File: src/rtl/mips_avalon_bus_unit.sv
// mips_avalon_bus_unit: arbitrates fetch and load/store requests onto one Avalon-MM master with lane steering, misalign trap and timeout.
module mips_avalon_bus_unit #(
  parameter int ADDR_W = 32,
  parameter bit FETCH_PRIORITY = 1'b0,
  parameter int TIMEOUT_CYCLES = 0
) (
  input  logic              clk,
  input  logic              reset,
  input  logic              fetch_req,
  output logic              fetch_ready,
  input  logic [ADDR_W-1:0] fetch_addr,
  output logic              fetch_done,
  output logic [31:0]       fetch_data,
  output logic              fetch_err,
  input  logic              data_req,
  output logic              data_ready,
  input  logic              data_we,
  input  logic [1:0]        data_size,
  input  logic              data_signed,
  input  logic [ADDR_W-1:0] data_addr,
  input  logic [31:0]       data_wdata,
  output logic              data_done,
  output logic [31:0]       data_rdata,
  output logic              data_err,
  output logic              busy,
  output logic [ADDR_W-1:0] address,
  output logic              read,
  output logic              write,
  input  logic              waitrequest,
  output logic [31:0]       writedata,
  output logic [3:0]        byteenable,
  input  logic [31:0]       readdata
);
  typedef enum logic [1:0] {IDLE, FETCH, DATA, TRAP} state_t;
  state_t state;
  logic [31:0] cnt;
  logic [1:0] lo, sz;
  logic sgn, we;
  logic idle, fa, da, fmis, dmis, tmo, fin;
  logic [3:0] dbe;
  logic [31:0] dwd, ld;
  logic [15:0] lane;
  always_comb begin
    idle = state == IDLE;
    fetch_ready = idle && (FETCH_PRIORITY || !data_req);
    data_ready = idle && (!FETCH_PRIORITY || !fetch_req);
    busy = !idle;
    fa = fetch_req && fetch_ready;
    da = data_req && data_ready;
    fmis = fetch_addr[1:0] != 2'b00;
    dmis = (data_size == 2'b11) || (data_size == 2'b01 && data_addr[0]) ||
           (data_size == 2'b10 && data_addr[1:0] != 2'b00);
    dbe = data_size == 2'b00 ? 4'b0001 << data_addr[1:0] :
          data_size == 2'b01 ? (data_addr[1] ? 4'b1100 : 4'b0011) : 4'b1111;
    dwd = data_size == 2'b00 ? {4{data_wdata[7:0]}} :
          data_size == 2'b01 ? {2{data_wdata[15:0]}} : data_wdata;
    lane = 16'(readdata >> {lo, 3'b000});
    ld = sz == 2'b00 ? {{24{sgn & lane[7]}}, lane[7:0]} :
         sz == 2'b01 ? {{16{sgn & lane[15]}}, lane} : readdata;
    tmo = TIMEOUT_CYCLES != 0 && waitrequest && cnt == 32'(TIMEOUT_CYCLES - 1);
    fin = !waitrequest || tmo;
  end
  always_ff @(posedge clk) begin
    if (reset) begin
      state <= IDLE;
      read <= 1'b0;
      write <= 1'b0;
      fetch_done <= 1'b0;
      data_done <= 1'b0;
      fetch_err <= 1'b0;
      data_err <= 1'b0;
      address <= '0;
      writedata <= 32'd0;
      byteenable <= 4'b0000;
      fetch_data <= 32'd0;
      data_rdata <= 32'd0;
      cnt <= 32'd0;
      lo <= 2'b00;
      sz <= 2'b00;
      sgn <= 1'b0;
      we <= 1'b0;
    end else begin
      fetch_done <= 1'b0;
      data_done <= 1'b0;
      fetch_err <= 1'b0;
      data_err <= 1'b0;
      case (state)
        IDLE: if (fa || da) begin
          cnt <= 32'd0;
          lo <= data_addr[1:0];
          sz <= data_size;
          sgn <= data_signed;
          we <= data_we;
          // a trapped request reports immediately; the TRAP state just holds busy
          if (fa ? fmis : dmis) begin
            state <= TRAP;
            fetch_done <= fa;
            fetch_err <= fa;
            data_done <= !fa;
            data_err <= !fa;
          end else begin
            state <= fa ? FETCH : DATA;
            read <= fa || !data_we;
            write <= !fa && data_we;
            address <= fa ? {fetch_addr[ADDR_W-1:2], 2'b00} : {data_addr[ADDR_W-1:2], 2'b00};
            byteenable <= fa ? 4'b1111 : dbe;
            if (!fa) writedata <= dwd;
          end
        end
        FETCH, DATA: if (fin) begin
          state <= IDLE;
          read <= 1'b0;
          write <= 1'b0;
          if (state == FETCH) begin
            fetch_done <= 1'b1;
            fetch_err <= tmo;
            fetch_data <= tmo ? 32'd0 : readdata;
          end else begin
            data_done <= 1'b1;
            data_err <= tmo;
            if (tmo || !we) data_rdata <= tmo ? 32'd0 : ld;
          end
        end else cnt <= cnt + 32'd1;
        default: state <= IDLE;
      endcase
    end
  end
endmodule

File: config.mk
export PLATFORM = sky130hd
export DESIGN_NAME = mips_avalon_bus_unit
export DESIGN_NICKNAME = d
export VERILOG_FILES = /design/src/rtl/mips_avalon_bus_unit.sv
export SDC_FILE = /design/constraint.sdc
export NUM_CORES = 1
export LEC_CHECK = 0
export BUFFER_PORTS_ARGS = -buffer_cell sky130_fd_sc_hd__buf_2
export CAP_MARGIN = 5
export CORE_MARGIN = 2
export CORE_UTILIZATION = 45
export CTS_CLUSTER_SIZE = 8
export DETAILED_ROUTE_END_ITERATION = 10
export PLACE_DENSITY = 0.85
export SLEW_MARGIN = 5
export SYNTH_ARGS = -nofsm -noshare
export SYNTH_HDL_FRONTEND = slang
export SYNTH_SLANG_ARGS = --single-unit
File: constraint.sdc
create_clock -name clk -period 3.6 [get_ports clk]
set_input_delay 0.18 -clock clk [delete_from_list [all_inputs] [get_ports clk]]
set_output_delay 0.18 -clock clk [all_outputs]
set_load 0.005 [all_outputs]
After elaboration in Yosys (flattened, before gate mapping)
Cells that the tools add are included.
Widths: inputs -> output; s select.
- word-level logic and storage cells: 96
- register bits: 146
- memories kept: 0
- bits in latches: 0
- bits in writable memories: 0
- input bits: 137
- ROM bits: 0
- bitwise operators: 8
- shift operators: 2
- add/sub/neg operators: 0
- eq/ne operators: 9
- divide/modulo/power cells: 0
- order comparisons: 0
- multiplexer cells: 32
- reductions and logical operators: 29
- multipliers: 0
- operator list (kind ; number):
    $mux 32 ; 5
    $shr 32x5->16 ; 1
    $mux 4 ; 4
    $mux 1 ; 14
    $reduce_and 4->1 ; 3
    $mux 2 ; 4
    $pmux 1 s2 ; 4
    $eq 2x1->1 const B ; 3
    $eq 2x2->1 const B ; 3
    $logic_and 1x1->1 ; 6
    $logic_not 2->1 ; 3
    $not 1->1 ; 6
    $reduce_and 3->1 ; 2
    $reduce_bool 2->1 ; 3
    $logic_not 1->1 ; 4
    $logic_or 1x1->1 ; 4
    $ne 2x2->1 const B ; 2
    $pmux 2 s2 ; 1
    $reduce_and 2->1 ; 2
    $reduce_or 2->1 ; 2
    $shl 1x2->4 const A ; 1
    $and 1x1->1 ; 2
    $ne 2x1->1 const B ; 1

Longest topological paths before layout
Gate-level depths: netlist of the first run.
- depth in word-level cells: 8
- depth in mapped cells: 9
- mapped depth without buffers: 7

Least setup slack after synthesis of the first run
OpenSTA, ideal clock, no wires.
- path type: register to register
- from: register state[0]
- to: register read
- arrival: 1974 ps
- buffers on the path: 1
- slack: 1555 ps
- data required time: 3530 ps
- library setup time: 70 ps
- stages on the path, launching flop included: 9
- cell sequence: dfxtp_1 inv_1 ha_1 buf_4 nand3b_4 or3_1 a311o_1 or3b_1 a21oi_1
- cells in the longest elaborated chain, start to end: 7
- elaborated cells between the ends (all ways): 18
- RTL lines (item ; line ; source):
    start, declared ; 35 ; state_t state;
    start signal, assigned ; 102 ; state <= fa ? FETCH : DATA;
    $logic_not 2->1 (*) ; 44 ; idle = state == IDLE;
    net data_ready ; 16 ; output logic data_ready,
    $logic_and 1x1->1 ; 45 ; fetch_ready = idle && (FETCH_PRIORITY || !data_req);
    $logic_and 1x1->1 ; 48 ; fa = fetch_req && fetch_ready;
    $logic_or 1x1->1 ; 103 ; read <= fa || !data_we;
    $mux 1 ; 95 ; if (fa ? fmis : dmis) begin
    $mux 1 ; 88 ; IDLE: if (fa || da) begin
    $pmux 1 s2 ; 87 ; case (state)
    end signal, assigned ; 103 ;
    end, declared ; 27 ; output logic read,
The timed path passes the listed nets; every way through them passes the cells marked *. The select of a mux whose other input is x is not followed.
A chain may end at the register's enable or synchronous reset.

Worst setup path in the final report of the first run
- from: register state[0]
- to: register address[14]
- cells in the longest elaborated chain, start to end: 6
- elaborated cells between the ends (all ways): 9
- RTL lines (item ; line ; source):
    $logic_not 2->1 (*) ; 44, 87 ;
    $logic_and 1x1->1 ; 45 ;
    $logic_and 1x1->1 ; 48 ;
    $mux 1 ; 95 ;
    $not 1->1 (no source line) ; n/a ;
    $reduce_and 3->1 (no source line) ; n/a ;
    end signal, assigned ; 105 ; address <= fa ? {fetch_addr[ADDR_W-1:2], 2'b00} : {data_addr[ADDR_W-1:2], 2'b00};
    end, declared ; 26 ; output logic [ADDR_W-1:0] address,
Every way passes the cells marked *; elsewhere a longest branch is shown, timed or not.

==> impl_summary.log, run 1 <==
[metrics] Fin Clk Skew: about 0.0061 ns
[metrics] Worst-Margin Slew: between 0.9 and 1 ns
[metrics] number of storage elements in the synthesis netlist: 144
[metrics] Routed Wire Length: between 20000 and 25000 µm
[metrics] cell type with the highest aggregate area in the netlist: dfxtp_1
[metrics] via count of the first global-routing pass: between 6000 and 7000
[metrics] number of remaining DRC errors: 0
[metrics] Antenna diodes: 0
[metrics] clock root buffer: clkbuf_16
[metrics] net load switching power: 1.44 mW
[metrics] Via Count: roughly 6700
[metrics] clock slew seen by the registers of the worst setup and hold paths: approximately 0.060 ns
[metrics] mean instance size in the synthesized netlist: 7.90 µm²
[metrics] count of pins over their slew limit: 0
[metrics] min Tclk post-route: slightly below 3 ns
[metrics] layout net count: 1171
[metrics] internal portion of total power: ~3.5 mW
[metrics] highest achievable clock rate: between 300 and 400 MHz
[metrics] RD Place Congestion: roughly 0.88
[metrics] leakage power of the design: 3.75 nW
[metrics] Critical Setup Path Class: flip-flop to flip-flop
[metrics] synthesized cell area: 0.00626 mm²
[metrics] distinct cell type count after synthesis: 39
[metrics] Area Overhead vs Synth: 33.8%
[metrics] first-pass GRT wire length: ~31000 µm
[metrics] initial core utilization: between 40% and 50%
[metrics] number of search-and-repair iterations in the first detailed-routing pass: 5
[metrics] TritonCTS buffer count: 17
[metrics] total of max-cap violations: 0
[metrics] Vias per Instance: around 5.5
[metrics] WP data required: 3.92 ns
[metrics] Site Rows: 43
[metrics] Max FO, Critical Path: a little under 70
[metrics] width of the die: between 100 and 150 µm
[metrics] non-filler instance count after layout: around 1200
[metrics] number of placed instances with taps included: around 1200
[metrics] Clock Sinks: between 100 and 150
[metrics] post-cts sizing count: 0
[metrics] Synth Instances: 793
[metrics] final count of hold timing violations: 0
[metrics] routed length per instance: around 17 µm
[metrics] clock latency at the later pin of the worst-skew pair: about 0.42 ns
[metrics] RSZ-0062 raised after global routing: no
[metrics] top flip-flop cell by instance count after synthesis: dfxtp_1
[metrics] number of port buffers: approximately 280
[metrics] Worst Hold Margin: between 0.01 and 0.015 ns
[metrics] maximum number of pins on one net before global-route repair: 87
[metrics] setup violation total in the final timing report: 0
[metrics] register area share after synthesis: 46.0%
[metrics] Net Sw Frac: 29.0%
[metrics] kind of end point of the critical path: flip-flop
[metrics] I/O pin cnt: ~280
[metrics] final std cell area, no fill: ~0.0084 mm²
[metrics] share of total power in the clock network: between 30% and 40%
[metrics] ranking of synthesized cells by area: dfxtp_1 46%, nand2_1 12%, a21oi_1 7.2%, nor2_1 5.9%, a311oi_1 5.6%
[metrics] number of enable flip-flop cells after synthesis: 0
[metrics] dominant cell by count in the synthesized netlist: nand2_1
[metrics] antenna viol nets, final: 0
[metrics] tightest slew margin relative to the limit: between 30% and 40%
[metrics] clock tree from TritonCTS: yes
[metrics] deepest level of the CTS H-tree: 4
[metrics] global-route total usage across every layer: a little over a quarter
[metrics] Logic pwr share: 22.3%
[metrics] result of the run: finished, final reports clean
[metrics] portion of synthesized cell area occupied by the leading cell type: between 40% and 50%
[metrics] Overflow after GRT: 0
[metrics] utilization after layout: 61.1%
[metrics] number of antenna violations at the first check in global routing: 0
[metrics] Synth async-reset ratio: 0%
[metrics] final cycle utilization of the critical path: between 80% and 90%
[metrics] deepest clock path buffer count: 2
[metrics] class of the tightest hold or removal check: primary input to flip-flop
[metrics] drt first-iter violations: a little over 600
[metrics] Worst setup SP type: flip-flop
[metrics] maximum resistive drop on vdd: between 300 and 400 µV
[metrics] total power per unit cell area: 593 mW/mm²
[metrics] area enclosed by the die boundary: ~0.015 mm²
[metrics] total negative slack: 0 ns
[metrics] layout cells sized above 1: 30.7%
[metrics] total cell area at the placement stage: just under 0.008 mm²
[metrics] count of warnings emitted by yosys: 0
[metrics] overall die height: between 100 and 150 µm
[metrics] HPWL reported at the end of detailed placement: between 10000 and 15000 µm
[metrics] top cell types by occurrence after synthesis: 193 x nand2_1, 144 x dfxtp_1, 99 x nor2_1
[metrics] CP Data Arrival Time: ~3.2 ns
[metrics] share of total power in sequential cells: 38.1%
[metrics] area of the core: about 0.014 mm²
==> cell type report <==
cell class	count	area, µm²
well taps	180	225
inverters	7	26.3
flip-flops and latches	144	2880
repair buffers	288	1500
clock buffers	23	478
multi-input cells	573	3090
clock inverters	9	179
fillers	1209	5340
==> path summary, 6_finish.rpt <==
| kind | slack (ns) | endpoint | cells after the start | from |
|---|---|---|---|---|
| max reg2reg | 0.71 | address[14]$_SDFFE_PP0P_ | 8 | state[0]$_SDFFE_PP0P_ |
| max | 0.71 | address[14]$_SDFFE_PP0P_ | 8 | state[0]$_SDFFE_PP0P_ |
| min reg2reg | 0.45 | write$_SDFFE_PP0P_ | 2 | write$_SDFFE_PP0P_ |
| min | 0.01 | fetch_data[5]$_SDFFE_PP0P_ | 3 | readdata[5] |
==> cell families after synthesis <==
logic type	Yosys count	share of synthesized area, %
multiplexers	35	5.79
other	1	0.0599
AO/OA/AOI/OAI	216	22.3
buffers and inverters	77	4.99
AND/OR/NAND/NOR	317	20.2
adder cells (fa/ha/maj)	3	0.599
flip-flops	144	46.0
==> per-layer routing <==
metal / routed length, µm / vias to the layer above / GRT usage (%)
met5: 0 / - / 0
met4: 668 / 0 / 11.3
met3: 1600 / 56 / 8.10
met2: 9700 / 303 / 41.7
met1: 8670 / 3148 / 33.9
li1: - / 3236 / -
==> power by group through the flow <==
stage	combinational, mW	sequential (mW)	clock, mW
floorplan	0.637	1.93	0
global placement	1.06	1.92	0
detailed placement	1.09	1.92	0
CTS	1.10	1.89	1.98
global route	1.23	1.91	2.05
finish	1.11	1.89	1.97
==> sequential cells by signal (all words and copies together), names as in the netlist, 2 cells and up <==
name,cells
address,30
byteenable,4
data_rdata,32
fetch_data,32
lo,2
state,2
sz,2
writedata,32
==> critical path: stages, from the launching register on <==
cell and delay [ns]:
dfxtp_1 0.35, inv_1 0.07, ha_1 0.35, nand3b_4 0.38
or3_1 0.52, a21oi_4 0.17, buf_4 0.54, nor2_1 0.11
a311oi_1 0.29
==> timing repair <==
action,in CTS,in global routing
setup buffers,0,0
hold endpoints to repair,3,0
hold buffers,3,0
==> placed cells by master, fill, tap and decap left out, drive strengths merged, types with 3 or more instances in the layout <==
master and instances:
nor2 99, a311oi 40, o221ai 7, a22oi 9, nor3 4, a211oi 36
o21ai 25, nor2b 7, clkbuf 23, a21oi 90, ha 3, buf 285
nand3b 3, inv 7, nand2 193, dfxtp 144, bufinv 5, mux2i 34
dlygate4sd3 3
==> stage by stage <==
stage,setup slack [ns],power (mW)
finish,0.708,4.97
global route,0.487,5.19
CTS,0.753,4.97
detailed placement,0.787,3.01
global placement,0.930,2.98
floorplan,1.56,2.57
Note: power is estimated with default switching activity, not from simulation.
==> run 2, diff against run 1 <==
==> constraint.sdc (replaced) <==
create_clock -name clk -period 2.9 [get_ports clk]
set_input_delay 0.145 -clock clk [delete_from_list [all_inputs] [get_ports clk]]
set_output_delay 0.145 -clock clk [all_outputs]
set_load 0.005 [all_outputs]
==> impl_summary.log, run 2 (synthesis results as in run 1) <==
[metrics] Max FO, Critical Path: 34 (-50%)
[metrics] maximum resistive drop on vdd: 406 µV (+8.1%)
[metrics] most frequent cells in the layout: 274 x buf_2, 193 x nand2_1, 144 x dfxtp_1
[metrics] deepest clock path buffer count: 2 (unchanged)
[metrics] failing checks: setup timing
[metrics] number of remaining DRC errors: 0 (unchanged)
[metrics] initial core utilization: 45.7% (unchanged)
[metrics] maximum number of pins on one net before global-route repair: 76 (-13%)
[metrics] number of antenna violations at the first check in global routing: 1 (+1)
[metrics] leakage power of the design: 4.09 nW (+9.1%)
[metrics] cells traversed along the worst timing path: inv_1 -> ha_4 -> nand3b_4 -> or3_1 -> a21oi_4 -> buf_12 -> nor2_1 -> a311oi_2 -> dlygate4sd3_1
[metrics] number of placed instances with taps included: 1195 (+0.50%)
[metrics] overall die height: 122 µm (unchanged)
[metrics] clock root buffer: clkbuf_16
[metrics] Worst Hold Margin: 0.00714 ns (-0.00772 ns)
[metrics] I/O pin cnt: 278 (unchanged)
[metrics] area of the core: 0.0137 mm² (unchanged)
[metrics] Worst-Margin Slew: 0.966 ns (+0.0223 ns)
[metrics] combined area of the multi-input logic cells: 0.00311 mm² (+0.61%)
[metrics] HPWL reported at the end of detailed placement: 15000 µm (+2.8%)
[metrics] worst-path cell with the longest stage delay: dlygate4sd3_1
[metrics] clock slew seen by the registers of the worst setup and hold paths: 0.07 ns (about the same)
[metrics] clock tree from TritonCTS: yes
[metrics] CP Data Arrival Time: 3.39 ns (+0.18 ns)
[metrics] Routed Wire Length: 25200 µm (+22%)
[metrics] area enclosed by the die boundary: 0.0149 mm² (unchanged)
[metrics] total power per unit cell area: 682 mW/mm² (+15%)
[metrics] WP data required: 3.25 ns (-0.67 ns)
[metrics] drt first-iter violations: 1052 (+69%)
[metrics] number of search-and-repair iterations in the first detailed-routing pass: 8 (+3)
[metrics] clock latency at the later pin of the worst-skew pair: 0.44 ns (+0.02 ns)
[metrics] layout cells sized above 1: 29.7% (-1.1 points)
[metrics] Sequential cell area: 0.00288 mm² (unchanged)
[metrics] Clock Sinks: 144 (unchanged)
[metrics] global-route total usage across every layer: 32.0% (+5.4 points)
[metrics] most common cell after layout, fill and taps aside: buf_2
[metrics] final cycle utilization of the critical path: 105% (+24 points)
[metrics] Overflow after GRT: 0 (unchanged)
[metrics] Largest regs: data_rdata (32), fetch_data (32), writedata (32)
[metrics] RD Place Congestion: 0.862 (-2.5%)
[metrics] result of the run: complete, but fails checks
[metrics] Area Overhead vs Synth: 45.1%
[metrics] non-filler instance count after layout: 1300 (+6.2%)
[metrics] Fin Clk Skew: 0.0121 ns (+0.00607 ns)
[metrics] highest achievable clock rate: 329 MHz (-4.8%)
[metrics] count of fill cells added during filler insertion: 1039 (-14%)
[metrics] TritonCTS buffer count: 17 (unchanged)
[metrics] total power draw: 6.20 mW (+25%)
[metrics] count of pins over their slew limit: 0 (unchanged)
[metrics] utilization after layout: 66.3% (+5.2 points)
[metrics] Critical Setup Path Class: flip-flop to flip-flop
[metrics] PnR worst setup slack: -0.137 ns (-0.845 ns)
[metrics] layout net count: 1245 (+6.3%)
[metrics] kind of end point of the critical path: flip-flop
[metrics] via count of the first global-routing pass: 6872 (+12%)
[metrics] setup violation total in the final timing report: 1 (+1)
[metrics] Via Count: 7446 (+10%)
[metrics] class of the tightest hold or removal check: primary input to flip-flop
[metrics] deepest level of the CTS H-tree: 4 (unchanged)
[metrics] width of the die: 122 µm (unchanged)
[metrics] min Tclk post-route: 3.04 ns (+0.145 ns)
[metrics] routed length per instance: 19.4 µm (+15%)
[metrics] final count of hold timing violations: 0 (unchanged)
[metrics] delay contributed by the slowest stage of the critical path: 0.68 ns (+0.14 ns)
[metrics] Site Rows: 43 (unchanged)
[metrics] Worst setup SP type: flip-flop
[metrics] tightest slew margin relative to the limit: 35.2% (-1.5 points)
[metrics] first-pass GRT wire length: 36500 µm (+18%)
[metrics] number of port buffers: 275 (unchanged)
[metrics] Vias per Instance: 5.73 (+4.0%)
[metrics] total of max-cap violations: 0 (unchanged)
[metrics] antenna viol nets, final: 0 (unchanged)
run 2: repair_timing:
action / in CTS / in global routing
endpoints found under the setup margin: 0 / 22
resized for setup: 0 / 3
hold buffers: 71 / 0
buffers inserted: 0 / 0
endpoints found under the hold margin: 49 / 0
run 2: path summary, 6_finish.rpt:
kind | startpoint | end | slack (ns) | cells after the start
setup / recovery | state[1]$_SDFFE_PP0P_ | address[15]$_SDFFE_PP0P_ | -0.14 | 9
hold / removal | readdata[23] | fetch_data[23]$_SDFFE_PP0P_ | 0.007 | 3
hold reg to reg | writedata[28]$_SDFFE_PP0P_ | writedata[28]$_SDFFE_PP0P_ | 0.45 | 2
setup reg to reg | state[1]$_SDFFE_PP0P_ | address[15]$_SDFFE_PP0P_ | -0.14 | 9
run 2: stage by stage:
step | worst slack [ns] | area, µm² | setup TNS [ns]
2_1_floorplan | 0.855 | 6270 | 0
3_3_place_gp | 0.620 | 7750 | 0
3_5_place_dp | 0.503 | 7750 | 0
4_1_cts | 0.0470 | 9050 | 0
5_1_grt | -0.470 | 9080 | -0.470
6_report | -0.137 | 9090 | -0.137
run 2: cell type report:
cell class                      count  share of cell area [%]
Clock inverter                     12                    1.47
Tap cell                          180                    2.48
Inverter                            7                   0.289
Timing Repair Buffer              362                    24.7
Multi-Input combinational cell    573                    34.2
Sequential cell                   144                    31.7
Antenna cell                        2                  0.0551
Clock buffer                       20                    5.02
run 2: where the power goes:
group	switching (mW)	internal (mW)	total [mW]
Combinational	0.934	0.695	1.63
Sequential	0.149	2.22	2.37
Clock	0.891	1.32	2.21
Total	1.97	4.23	6.20
run 2: worst max-delay path: cells and delay by family, from the launching register on:
| kind | cells | cell delay [ns] |
|---|---|---|
| buffers and inverters | 3 | 1.03 |
| AO/OA/AOI/OAI | 2 | 0.63 |
| adder cells (fa/ha/maj) | 1 | 0.21 |
| flip-flops | 1 | 0.33 |
| AND/OR/NAND/NOR | 3 | 0.74 |
run 2: routing by layer:
layer  routed length [µm]  up-vias  GRT usage, %  part of all wire (%)
met5                    0        -             0                     0
met4                 1770        0          20.0                   7.0
met3                 2860      167          11.2                    11
met2                11500      528          50.6                    46
met1                 9090     3360          36.8                    36
li1                     -     3391             -                     -
==> run 3, diff against run 2 <==
--- a/config.mk
+++ b/config.mk
@@ -7,6 +7,7 @@
 export LEC_CHECK = 0
 export BUFFER_PORTS_ARGS = -buffer_cell sky130_fd_sc_hd__buf_2
 export CAP_MARGIN = 5
+export CORE_ASPECT_RATIO = 0.8
 export CORE_MARGIN = 2
 export CORE_UTILIZATION = 45
 export CTS_CLUSTER_SIZE = 8
==> impl_summary.log, run 3 (synthesis results as in run 1) <==
[metrics] most common cell after layout, fill and taps aside: buf_2
[metrics] total power per unit cell area: 679 mW/mm² (-0.51%)
[metrics] TritonCTS buffer count: 17 (unchanged)
[metrics] most frequent cells in the layout: 274 x buf_2, 193 x nand2_1, 144 x dfxtp_1
[metrics] delay contributed by the slowest stage of the critical path: 0.60 ns (-0.08 ns)
[metrics] utilization after layout: 67.2% (+0.95 points)
[metrics] layout net count: 1248 (+0.24%)
[metrics] layout cells sized above 1: 29.5% (-0.23 points)
[metrics] family with the most delay on the worst path: buffers and inverters
[metrics] Via Count: 7366 (-1.1%)
[metrics] Post-CTS Setup Bufs: 0 (unchanged)
[metrics] tightest slew margin relative to the limit: 36.5% (+1.3 points)
[metrics] endpoint of the lowest-slack register-to-register path: address[15]$_SDFFE_PP0P_
[metrics] Vias per Instance: 5.66 (-1.2%)
[metrics] class of the tightest hold or removal check: primary input to flip-flop
[metrics] deepest clock path buffer count: 2 (unchanged)
[metrics] result of the run: finished, final reports clean
[metrics] pre-CTS worst setup slack: 0.518 ns (+0.0151 ns)
[metrics] Critical Setup Path Class: flip-flop to flip-flop
[metrics] deepest level of the CTS H-tree: 4 (unchanged)
[metrics] leakage power of the design: 4.11 nW (+0.54%)
[metrics] Clock Sinks: 144 (unchanged)
[metrics] number of placed instances with taps included: 1195 (unchanged)
[metrics] final cycle utilization of the critical path: 94.0% (-11 points)
[metrics] worst-path cell with the longest stage delay: dlygate4sd3_1
[metrics] clock tree from TritonCTS: yes
[metrics] drt first-iter violations: 716 (-32%)
[metrics] RD Place Congestion: 0.881 (+2.2%)
[metrics] I/O pin cnt: 278 (unchanged)
[metrics] first-pass GRT wire length: 35500 µm (-2.9%)
[metrics] Fin Clk Skew: 0.00659 ns (-0.00556 ns)
[metrics] min Tclk post-route: 2.73 ns (-0.311 ns)
[metrics] total power draw: 6.20 mW (about the same)
[metrics] global-route total usage across every layer: 31.2% (-0.74 points)
[metrics] count of pins over their slew limit: 0 (unchanged)
[metrics] count of fill cells added during filler insertion: 1047 (+0.77%)
[metrics] number of buffer and inverter instances along the worst setup path: 4 (+1)
[metrics] PnR worst setup slack: 0.174 ns (+0.311 ns)
[metrics] number of antenna violations at the first check in global routing: 2 (+1)
[metrics] area of the core: 0.0136 mm² (-0.88%)
[metrics] setup violation total in the final timing report: 0 (-1)
[metrics] maximum resistive drop on vdd: 444 µV (+9.1%)
[metrics] worst setup path startpoint: state[0]$_SDFFE_PP0P_
[metrics] kind of end point of the critical path: flip-flop
[metrics] HPWL reported at the end of detailed placement: 15200 µm (+1.3%)
[metrics] clock root buffer: clkbuf_16
[metrics] Crit Reg-Reg Startpoint: state[0]$_SDFFE_PP0P_
[metrics] Hold Startpoint: data_addr[27]
[metrics] worst hold stages: 3 (unchanged)
[metrics] routed length per instance: 18.7 µm (-3.7%)
[metrics] initial core utilization: 46.1% (+0.41 points)
[metrics] cell depth of the worst flop-to-flop path: 10 (+1)
[metrics] overall die height: 110 µm (-10%)
[metrics] CP Data Arrival Time: 3.10 ns (-0.29 ns)
[metrics] sink of the worst hold path: address[27]$_SDFFE_PP0P_
[metrics] Overflow after GRT: 0 (unchanged)
[metrics] Max FO, Critical Path: 34 (unchanged)
[metrics] final count of hold timing violations: 0 (unchanged)
[metrics] clock latency at the later pin of the worst-skew pair: 0.43 ns (about the same)
[metrics] total negative slack: 0 ns (+0.137 ns)
[metrics] Largest regs: data_rdata (32), fetch_data (32), writedata (32)
[metrics] number of remaining DRC errors: 0 (unchanged)
[metrics] Worst-Margin Slew: 0.947 ns (-0.0191 ns)
[metrics] Site Rows: 38 (-12%)
[metrics] Area Overhead vs Synth: 45.9%
[metrics] width of the die: 136 µm (+11%)
[metrics] Worst setup SP type: flip-flop
[metrics] cells traversed along the worst timing path: inv_1 -> ha_4 -> nand3b_4 -> buf_8 -> o21ai_1 -> a21oi_4 -> buf_12 -> nor2_1 -> a311oi_1 -> dlygate4sd3_1
[metrics] area enclosed by the die boundary: 0.0149 mm² (about the same)
[metrics] highest achievable clock rate: 367 MHz (+11%)
[metrics] WP data required: 3.27 ns (+0.02 ns)
[metrics] FF-to-FF setup slack: 0.17 ns (+0.31 ns)
[metrics] via count of the first global-routing pass: 6792 (-1.2%)
[metrics] non-filler instance count after layout: 1301 (+0.077%)
[metrics] clock slew seen by the registers of the worst setup and hold paths: 0.06 ns (about the same)
[metrics] antenna viol nets, final: 0 (unchanged)
[metrics] number of port buffers: 275 (unchanged)
[metrics] maximum number of pins on one net before global-route repair: 69 (-9.2%)
[metrics] RSZ-0062 raised after global routing: no
[metrics] total of max-cap violations: 0 (unchanged)
[metrics] Routed Wire Length: 24300 µm (-3.6%)
[metrics] number of search-and-repair iterations in the first detailed-routing pass: 5 (-3)
## run 3: changes by cell type in the layout (fill, tap and decap cells not counted), sizes merged
cell / delta
inv: -2
clkinv: -1
dlygate4sd3: +3
clkbuf: +2
bufinv: +1
clkinvlp: -1
diode: -1
## run 3: per-layer routing
layer	vias up	share of wire [%]	track usage [%]
met4	0	5.5	20.7
met2	482	45	48.5
met1	3370	38	36.6
met5	-	0	0
met3	127	11	11.1
li1	3387	-	-
## run 3: worst max path at each step
stage | endpoint | slack [ns] | depth (start not counted)
finish | address[15]$_SDFFE_PP0P_ | 0.17 | 10
detailed placement | read$_SDFFE_PP0P_ | 0.52 | 8
global route | address[17]$_SDFFE_PP0P_ | 0.03 | 10
floorplan | read$_SDFFE_PP0P_ | 0.86 | 8
CTS | address[11]$_SDFFE_PP0P_ | 0.04 | 10
global placement | read$_SDFFE_PP0P_ | 0.60 | 8
## run 3: repair_timing
item / 4_1_cts / 5_1_grt
resized for setup: 0 / 6
hold buffers: 72 / 1
endpoints found under the hold margin: 50 / 1
setup endpoints to repair: 0 / 22
## run 3: layout make-up
| class | instances | area, µm² | share of cell area, % |
|---|---|---|---|
| Clock buffer | 22 | 464 | 5.08 |
| Clock inverter | 9 | 134 | 1.46 |
| Timing Repair Buffer | 365 | 2290 | 25.0 |
| Tap cell | 180 | 225 | 2.46 |
| Sequential cell | 144 | 2880 | 31.5 |
| Inverter | 7 | 26.3 | 0.288 |
| Multi-Input combinational cell | 573 | 3120 | 34.1 |
| Antenna cell | 1 | 2.50 | 0.0274 |
## run 3: stage by stage
| step | cell area (µm²) | hold WS, ns |
|---|---|---|
| after floorplan | 6270 | 0.281 |
| after global placement | 7750 | 0.377 |
| after detailed placement | 7750 | 0.388 |
| after CTS | 9070 | 0.000397 |
| after global routing | 9140 | 0.0123 |
| final | 9140 | 0.0128 |
## run 3: where the power goes
part | internal, mW | switching (mW)
combinational | 0.701 | 0.917
sequential | 2.22 | 0.135
clock | 1.39 | 0.838
## run 3: tightest hold or removal path: cells and delay by family
family	cells	cell delay (ns)
buffers and inverters	1	0.10
AO/OA/AOI/OAI	1	0.09
AND/OR/NAND/NOR	1	0.05
